`src/rtl/weight_loader_if.sv`:
```
// Bus bundle for the weight loader: command descriptor, word stream,
// weight-buffer write port and status toward the control block.
// The loader itself uses the slave view; its environment uses the master view.
interface weight_loader_if #(
   parameter int DATA_WIDTH = 32,
   parameter int ADDR_WIDTH = 15,
   parameter int LEN_WIDTH  = 16
);
   logic                  cmd_valid_i;
   logic                  cmd_ready_o;
   logic [ADDR_WIDTH-1:0] cmd_base_i;
   logic [LEN_WIDTH-1:0]  cmd_len_i;
   logic                  abort_i;
   logic                  s_valid_i;
   logic                  s_ready_o;
   logic [DATA_WIDTH-1:0] s_data_i;
   logic                  wb_wr_en_o;
   logic [ADDR_WIDTH-1:0] wb_wr_addr_o;
   logic [DATA_WIDTH-1:0] wb_wr_data_o;
   logic                  wb_wr_ready_i;
   logic                  busy_o;
   logic                  done_o;
   logic                  err_o;
   logic [LEN_WIDTH-1:0]  words_written_o;

   modport slave (
      input  cmd_valid_i, cmd_base_i, cmd_len_i, abort_i,
      input  s_valid_i, s_data_i, wb_wr_ready_i,
      output cmd_ready_o, s_ready_o,
      output wb_wr_en_o, wb_wr_addr_o, wb_wr_data_o,
      output busy_o, done_o, err_o, words_written_o
   );

   modport master (
      output cmd_valid_i, cmd_base_i, cmd_len_i, abort_i,
      output s_valid_i, s_data_i, wb_wr_ready_i,
      input  cmd_ready_o, s_ready_o,
      input  wb_wr_en_o, wb_wr_addr_o, wb_wr_data_o,
      input  busy_o, done_o, err_o, words_written_o
   );
endinterface

```
`src/rtl/weight_loader.sv`:
```
// weight_loader: takes a (base, length) descriptor, streams that many 32-bit
// beats into consecutive weight-buffer addresses, counts the buffer's write
// acks and reports busy/done/error. Descriptors that would run past the end of
// the buffer are rejected without writing anything.
module weight_loader #(
   parameter int DATA_WIDTH  = 32,
   parameter int ADDR_WIDTH  = 15,
   parameter int DEPTH       = 32768,
   parameter int LEN_WIDTH   = 16,
   parameter int ACK_TIMEOUT = 8
) (
   input  logic           clk_i,
   input  logic           rst_ni,
   weight_loader_if.slave bus
);
   // base+len must be formed one bit wider than either operand so it cannot wrap.
   localparam int SUM_W = ((LEN_WIDTH > ADDR_WIDTH) ? LEN_WIDTH : ADDR_WIDTH) + 1;
   localparam int TO_W  = $clog2(ACK_TIMEOUT + 1);

   typedef enum logic [1:0] {
      ST_IDLE   = 2'd0,
      ST_STREAM = 2'd1,
      ST_DRAIN  = 2'd2,
      ST_DONE   = 2'd3
   } state_t;

   state_t                r_state;
   logic [ADDR_WIDTH-1:0] r_base;
   logic [LEN_WIDTH-1:0]  r_len;
   logic [LEN_WIDTH-1:0]  r_issued;
   logic [LEN_WIDTH-1:0]  r_acked;
   logic [TO_W-1:0]       r_timeout;
   logic                  r_cmd_ready;
   logic                  r_busy;
   logic                  r_done;
   logic                  r_err;
   logic                  r_wr_en;
   logic [ADDR_WIDTH-1:0] r_wr_addr;
   logic [DATA_WIDTH-1:0] r_wr_data;

   logic                  w_cmd_hs;
   logic                  w_s_ready;
   logic                  w_beat;
   logic                  w_ack;
   logic                  w_range_err;
   logic                  w_last_beat;
   logic                  w_acks_complete;
   logic                  w_timeout_hit;
   logic [SUM_W-1:0]      w_range_sum;
   logic [ADDR_WIDTH-1:0] w_beat_addr;
   logic [LEN_WIDTH-1:0]  w_acked_nxt;

   // Handshake decode, range check and next-beat address; acks arriving this cycle count toward completion.
   always_comb begin
      w_cmd_hs = bus.cmd_valid_i & r_cmd_ready;
      if (r_state == ST_STREAM) begin
         w_s_ready = (r_issued < r_len) & ~bus.abort_i;
      end else begin
         w_s_ready = 1'b0;
      end
      w_beat = bus.s_valid_i & w_s_ready;
      w_ack  = bus.wb_wr_ready_i & (r_state != ST_IDLE);
      if (w_ack) begin
         w_acked_nxt = r_acked + LEN_WIDTH'(1'b1);
      end else begin
         w_acked_nxt = r_acked;
      end
      w_range_sum     = SUM_W'(bus.cmd_base_i) + SUM_W'(bus.cmd_len_i);
      w_range_err     = (w_range_sum > SUM_W'(DEPTH));
      w_beat_addr     = r_base + ADDR_WIDTH'(r_issued);
      w_last_beat     = w_beat & ((r_issued + LEN_WIDTH'(1'b1)) == r_len);
      w_acks_complete = (w_acked_nxt >= r_len);
      w_timeout_hit   = (r_timeout == TO_W'(ACK_TIMEOUT - 1));
   end

   // Sequencer FSM together with the registered write port, counters and status outputs.
   always_ff @(posedge clk_i or negedge rst_ni) begin
      if (!rst_ni) begin
         r_state     <= ST_IDLE;
         r_base      <= {ADDR_WIDTH{1'b0}};
         r_len       <= {LEN_WIDTH{1'b0}};
         r_issued    <= {LEN_WIDTH{1'b0}};
         r_acked     <= {LEN_WIDTH{1'b0}};
         r_timeout   <= {TO_W{1'b0}};
         r_cmd_ready <= 1'b1;
         r_busy      <= 1'b0;
         r_done      <= 1'b0;
         r_err       <= 1'b0;
         r_wr_en     <= 1'b0;
         r_wr_addr   <= {ADDR_WIDTH{1'b0}};
         r_wr_data   <= {DATA_WIDTH{1'b0}};
      end else begin
         // Write strobe and done are single-cycle unless re-armed below.
         r_wr_en <= w_beat;
         r_done  <= 1'b0;
         if (w_beat) begin
            r_wr_addr <= w_beat_addr;
            r_wr_data <= bus.s_data_i;
            r_issued  <= r_issued + LEN_WIDTH'(1'b1);
         end
         if (w_ack) begin
            r_acked <= w_acked_nxt;
         end

         case (r_state)
            ST_IDLE: begin
               if (w_cmd_hs) begin
                  r_base      <= bus.cmd_base_i;
                  r_len       <= bus.cmd_len_i;
                  r_issued    <= {LEN_WIDTH{1'b0}};
                  r_acked     <= {LEN_WIDTH{1'b0}};
                  r_timeout   <= {TO_W{1'b0}};
                  r_cmd_ready <= 1'b0;
                  r_busy      <= 1'b1;
                  if (w_range_err) begin
                     r_err   <= 1'b1;
                     r_done  <= 1'b1;
                     r_state <= ST_DONE;
                  end else if (bus.cmd_len_i == {LEN_WIDTH{1'b0}}) begin
                     r_err   <= 1'b0;
                     r_done  <= 1'b1;
                     r_state <= ST_DONE;
                  end else begin
                     r_err   <= 1'b0;
                     r_state <= ST_STREAM;
                  end
               end
            end
            ST_STREAM: begin
               if (bus.abort_i) begin
                  r_err   <= 1'b1;
                  r_done  <= 1'b1;
                  r_state <= ST_DONE;
               end else if (w_last_beat) begin
                  r_state <= ST_DRAIN;
               end
            end
            ST_DRAIN: begin
               if (bus.abort_i) begin
                  r_err   <= 1'b1;
                  r_done  <= 1'b1;
                  r_state <= ST_DONE;
               end else if (w_acks_complete) begin
                  r_done  <= 1'b1;
                  r_state <= ST_DONE;
               end else if (w_timeout_hit) begin
                  r_err   <= 1'b1;
                  r_done  <= 1'b1;
                  r_state <= ST_DONE;
               end else begin
                  r_timeout <= r_timeout + TO_W'(1'b1);
               end
            end
            ST_DONE: begin
               r_busy      <= 1'b0;
               r_cmd_ready <= 1'b1;
               r_state     <= ST_IDLE;
            end
            default: begin
               r_busy      <= 1'b0;
               r_cmd_ready <= 1'b1;
               r_state     <= ST_IDLE;
            end
         endcase
      end
   end

   assign bus.cmd_ready_o     = r_cmd_ready;
   assign bus.s_ready_o       = w_s_ready;
   assign bus.wb_wr_en_o      = r_wr_en;
   assign bus.wb_wr_addr_o    = r_wr_addr;
   assign bus.wb_wr_data_o    = r_wr_data;
   assign bus.busy_o          = r_busy;
   assign bus.done_o          = r_done;
   assign bus.err_o           = r_err;
   assign bus.words_written_o = r_acked;
endmodule
```
`src/flat_wrapper.sv`:
```
// flat-port wrapper written by rule: the top's interface ports become plain ports
module weight_loader_flat 
#(
   parameter int DATA_WIDTH  = 32,
   parameter int ADDR_WIDTH  = 15,
   parameter int DEPTH       = 32768,
   parameter int LEN_WIDTH   = 16,
   parameter int ACK_TIMEOUT = 8
)
  (clk_i, rst_ni, bus_cmd_valid_i, bus_cmd_base_i, bus_cmd_len_i, bus_abort_i, bus_s_valid_i, bus_s_data_i, bus_wb_wr_ready_i, bus_cmd_ready_o, bus_s_ready_o, bus_wb_wr_en_o, bus_wb_wr_addr_o, bus_wb_wr_data_o, bus_busy_o, bus_done_o, bus_err_o, bus_words_written_o);
  weight_loader_if #(.DATA_WIDTH(DATA_WIDTH), .ADDR_WIDTH(ADDR_WIDTH), .LEN_WIDTH(LEN_WIDTH)) bus_i ();
  input  logic clk_i;
  input  logic rst_ni;
  input wire logic [$bits(bus_i.cmd_valid_i)-1:0] bus_cmd_valid_i;
  input wire logic [$bits(bus_i.cmd_base_i)-1:0] bus_cmd_base_i;
  input wire logic [$bits(bus_i.cmd_len_i)-1:0] bus_cmd_len_i;
  input wire logic [$bits(bus_i.abort_i)-1:0] bus_abort_i;
  input wire logic [$bits(bus_i.s_valid_i)-1:0] bus_s_valid_i;
  input wire logic [$bits(bus_i.s_data_i)-1:0] bus_s_data_i;
  input wire logic [$bits(bus_i.wb_wr_ready_i)-1:0] bus_wb_wr_ready_i;
  output wire logic [$bits(bus_i.cmd_ready_o)-1:0] bus_cmd_ready_o;
  output wire logic [$bits(bus_i.s_ready_o)-1:0] bus_s_ready_o;
  output wire logic [$bits(bus_i.wb_wr_en_o)-1:0] bus_wb_wr_en_o;
  output wire logic [$bits(bus_i.wb_wr_addr_o)-1:0] bus_wb_wr_addr_o;
  output wire logic [$bits(bus_i.wb_wr_data_o)-1:0] bus_wb_wr_data_o;
  output wire logic [$bits(bus_i.busy_o)-1:0] bus_busy_o;
  output wire logic [$bits(bus_i.done_o)-1:0] bus_done_o;
  output wire logic [$bits(bus_i.err_o)-1:0] bus_err_o;
  output wire logic [$bits(bus_i.words_written_o)-1:0] bus_words_written_o;
  assign bus_i.cmd_valid_i = bus_cmd_valid_i;
  assign bus_i.cmd_base_i = bus_cmd_base_i;
  assign bus_i.cmd_len_i = bus_cmd_len_i;
  assign bus_i.abort_i = bus_abort_i;
  assign bus_i.s_valid_i = bus_s_valid_i;
  assign bus_i.s_data_i = bus_s_data_i;
  assign bus_i.wb_wr_ready_i = bus_wb_wr_ready_i;
  assign bus_cmd_ready_o = bus_i.cmd_ready_o;
  assign bus_s_ready_o = bus_i.s_ready_o;
  assign bus_wb_wr_en_o = bus_i.wb_wr_en_o;
  assign bus_wb_wr_addr_o = bus_i.wb_wr_addr_o;
  assign bus_wb_wr_data_o = bus_i.wb_wr_data_o;
  assign bus_busy_o = bus_i.busy_o;
  assign bus_done_o = bus_i.done_o;
  assign bus_err_o = bus_i.err_o;
  assign bus_words_written_o = bus_i.words_written_o;
  weight_loader #(.DATA_WIDTH(DATA_WIDTH), .ADDR_WIDTH(ADDR_WIDTH), .DEPTH(DEPTH), .LEN_WIDTH(LEN_WIDTH), .ACK_TIMEOUT(ACK_TIMEOUT)) u_core (.clk_i(clk_i), .rst_ni(rst_ni), .bus(bus_i));
endmodule
```
`config.mk`:
```
export PLATFORM = sky130hd
export DESIGN_NAME = weight_loader_flat
export DESIGN_NICKNAME = d
export VERILOG_FILES = /design/src/rtl/weight_loader_if.sv /design/src/rtl/weight_loader.sv /design/src/flat_wrapper.sv
export SDC_FILE = /design/constraint.sdc
export NUM_CORES = 1
export LEC_CHECK = 0
export ABC_AREA = 0
export CAP_MARGIN = 25
export CORE_UTILIZATION = 54
export DETAILED_ROUTE_END_ITERATION = 6
export GPL_ROUTABILITY_DRIVEN = 0
export PLACE_DENSITY = 0.78
export SLEW_MARGIN = 25
export SYNTH_ARGS = -nofsm -noshare
export SYNTH_HDL_FRONTEND = slang
export SYNTH_SLANG_ARGS = --single-unit
export TNS_END_PERCENT = 5
```
`constraint.sdc`:
```
create_clock -name clk_i -period 4.6 [get_ports clk_i]
set_clock_uncertainty 0.15 [all_clocks]
set_input_delay 0.46 -clock clk_i [delete_from_list [all_inputs] [get_ports clk_i]]
set_output_delay 0.46 -clock clk_i [all_outputs]
set_load 0.05 [all_outputs]
```
==> flow_summary.ini <==
[clocking]
cts_tree = yes
htree_num_levels = 4
clk_pin_slew_ns = 0.06
post_cts_buffers = 0
cts_max_path_buffers = 2
clock_latency_ns = 0.43
cts_made_buffers = 17
clock_sinks = 121
cts-root-buf = clkbuf_16

[pwr]
p_switching_w = 0.00266
p_total_w = 0.00613
intPower_w = 0.00346
power_density_nw_per_um2 = 616
ir_drop_uv = 376
combPwrFrac_pct = 48.8
p_seq_share_pct = 28.6
swShare_pct = 43.5
share_clk_of_total_power_pct = 22.6
leakagePower_nw = 4.61

[floorplan]
ios = 138
start_util_pct = 55.8
dieArea_sq_um = 14900
core_area_sq_um = 14000
rows = 43
fp.dieH_um = 122
die_w_um = 122

[worst_hold_path]
hold_end = u_core.bus.wb_wr_data_o[19]
hold_path_depth = 2
hp-class = reg -> reg
holdCritStartpoint = u_core.bus.wb_wr_data_o[19]

[run]
cap_violations = 0

[setup_path]
r2r_slack_ns = 0.46
startpoint_type = flop
r2r-start = u_core.r_state[0]
cp-end-kind = flop
critPathArrivalTime_ns = 4.35
cp_max_fo = 8
r2r-end = u_core.r_timeout[3]
reg2reg_depth = 15
setup.worst_path.class = reg -> reg
cp.required_ns = 4.80

[cells_and_area]
final_util_pct = 71.1
nets = 1165
final_layout_size_suffix_gt1_share_pct = 5.77
syn2layout_area_growth_pct = 27.4
mostFrequentLayoutCell = nand2_1
diodes = 0
fillers = 1083
layout_common_cells = nand2_1 (214), clkdlybuf4s50_1 (136), dfrtp_1 (120)

[timing]
fin_crit_sh_pct = 90.1
finalMaxSlewViolations = 0
fin_ws_ns = 0.456
finalHoldViolCount = 0
fmax_mhz = 241
maxSlewHeadroom_pct = 46.2
setup_violations = 0
worstMarginPinSlew_ns = 0.786
tns_ns = 0
period_needed_ns = 4.14
rsz0062_at_grt = false

[synth]
synth_fa_ha_area_share_pct = 11.4
synth_top_family_by_area = simple AND/OR/NAND/NOR gates
netlist_instances = 898
async_flop_share_pct = 100
syn_area_per_cell_sq_um = 8.69
synth_xor_area_share_pct = 7.41
synth-edff-count = 0
synth_nets = 1037
synthFlopType = dfrtp_1
ys_types = 71
yosysSeqAreaShare_pct = 38.8
ys_ff_latch = 121
synth_area_sq_um = 7800
yosys_warnings = 0
yosys.area_share.simple_pct = 24.2
synth_compound_area_share_pct = 13.3
synthMuxAreaShare_pct = 0.930

[grt]
grt_pass1_vias = 6574
antenna_found_initial = 0
grt_pass1_wl_um = 31900
grt_overflow = 0
grt_max_degree = 72
track_usage_pct = 27.7

[placement]
io_buffers = 137
dp_hpwl_um = 14300
pre_cts_slack_ns = 0.194

[routing]
wl_um = 19600
wl_per_cell_um = 16.1
dr.pass1.iters = 5
initialDrtViolationCount = 430
drc_errors = 0
ant_nets = 0
viasPerCell = 5.71
num_vias = 6966

[status]
status = finished clean
-- sequential cells by signal (all words and copies together) (netlist names) --
register and count:
u_core.r_base 15, u_core.bus.done_o 1, u_core.bus.cmd_ready_o 1, u_core.bus.wb_wr_addr_o 15, u_core.r_timeout 4, u_core.bus.wb_wr_data_o 32
u_core.r_state 2, u_core.bus.err_o 1, u_core.bus.busy_o 1, u_core.bus.words_written_o 16, u_core.bus.wb_wr_en_o 1, u_core.r_len 16
u_core.r_issued 16
-- cell type report --
cell class	count	area [sq um]	share of cell area [%]
multi-input combinational	702	4480	45.0
tap	180	225	2.27
clock inverter	8	115	1.16
inverter	38	156	1.57
sequential	121	3030	30.5
clock buffer	24	502	5.05
timing repair buffer	146	1440	14.5
-- stage by stage --
step                      hold WS, ns  cell area [sq um]  instances
after floorplan                0.0144               7800        898
after global placement          0.307               9320       1186
after detailed placement        0.312               9320       1186
after CTS                       0.325               9940       1219
after global routing            0.345               9940       1219
final                           0.323               9940       1219
-- power groups by stage --
stage	combinational (W)	sequential (W)	clock [W]
floorplan	0.00122	0.00255	0
global placement	0.00292	0.00174	0
detailed placement	0.00298	0.00176	0
CTS	0.00301	0.00175	0.00141
global route	0.00326	0.00180	0.00146
finish	0.00299	0.00175	0.00138
-- Yosys cell counts, drive strengths merged, types with 7 or more instances --
cell / number / area (sq um)
nand2b: 13 / 81.3
nor2: 58 / 218
dfrtp: 120 / 3000
nand3: 16 / 105
clkbuf: 25 / 93.8
a21o: 7 / 52.6
nand2: 214 / 803
ha: 68 / 851
xor2: 30 / 263
o31ai: 10 / 75.1
o21ai: 51 / 255
inv: 36 / 135
xnor2: 36 / 315
a21oi: 30 / 150
nor3: 16 / 80.1
buf: 12 / 56.3
and2: 16 / 100
a211oi: 13 / 103
nor4: 14 / 124
nand4: 15 / 100
-- how the worst max path moves through the flow --
stage / from / end / slack (ns) / depth (start not counted)
5_1_grt: u_core.r_state[0] / u_core.r_timeout[3] / 0.10 / 17
3_3_place_gp: bus_wb_wr_ready_i / u_core.r_timeout[3] / 0.33 / 16
6_report: u_core.r_state[0] / u_core.r_timeout[3] / 0.46 / 15
2_1_floorplan: u_core.r_state[0] / u_core.r_timeout[3] / 0.71 / 18
4_1_cts: u_core.r_state[0] / u_core.r_timeout[3] / 0.45 / 17
3_5_place_dp: bus_wb_wr_ready_i / u_core.r_timeout[3] / 0.19 / 16
-- metal layers --
metal / part of all wire [%] / vias up / track usage [%]
met1: 44 / 3295 / 36.5
li1: - / 3382 / -
met2: 46 / 250 / 43.6
met4: 2.1 / 0 / 11.5
met3: 7.4 / 39 / 6.60
met5: 0 / - / 0
-- cells by family (layout without fill, tap and decap cells) --
logic type / Yosys count / in the layout
AO/OA/AOI/OAI: 160 / 160
XOR/XNOR: 66 / 66
adder cells (fa/ha/maj): 70 / 70
buffers and inverters: 75 / 216
flip-flops: 121 / 121
multiplexers: 7 / 7
AND/OR/NAND/NOR: 399 / 399
-- worst max-delay path, cell delays in order (launching register included) --
cell and delay, ns:
dfrtp_1 0.41, inv_1 0.09, ha_1 0.22, nor2b_1 0.28, nand2_1 0.14, nor2_1 0.22, nand4_1 0.23, nor3_1 0.29
xor2_1 0.22, ha_1 0.28, o21ai_0 0.22, a21oi_1 0.08, a211oi_2 0.27, a32oi_1 0.31, or4_1 0.53, mux2i_1 0.14
-- what timing repair did --
action / 4_1_cts / 5_1_grt
gates resized for setup: 0 / 0
hold buffers: 1 / 0
hold endpoints to repair: 50 / 0
Power figures use the tool's default switching activity.
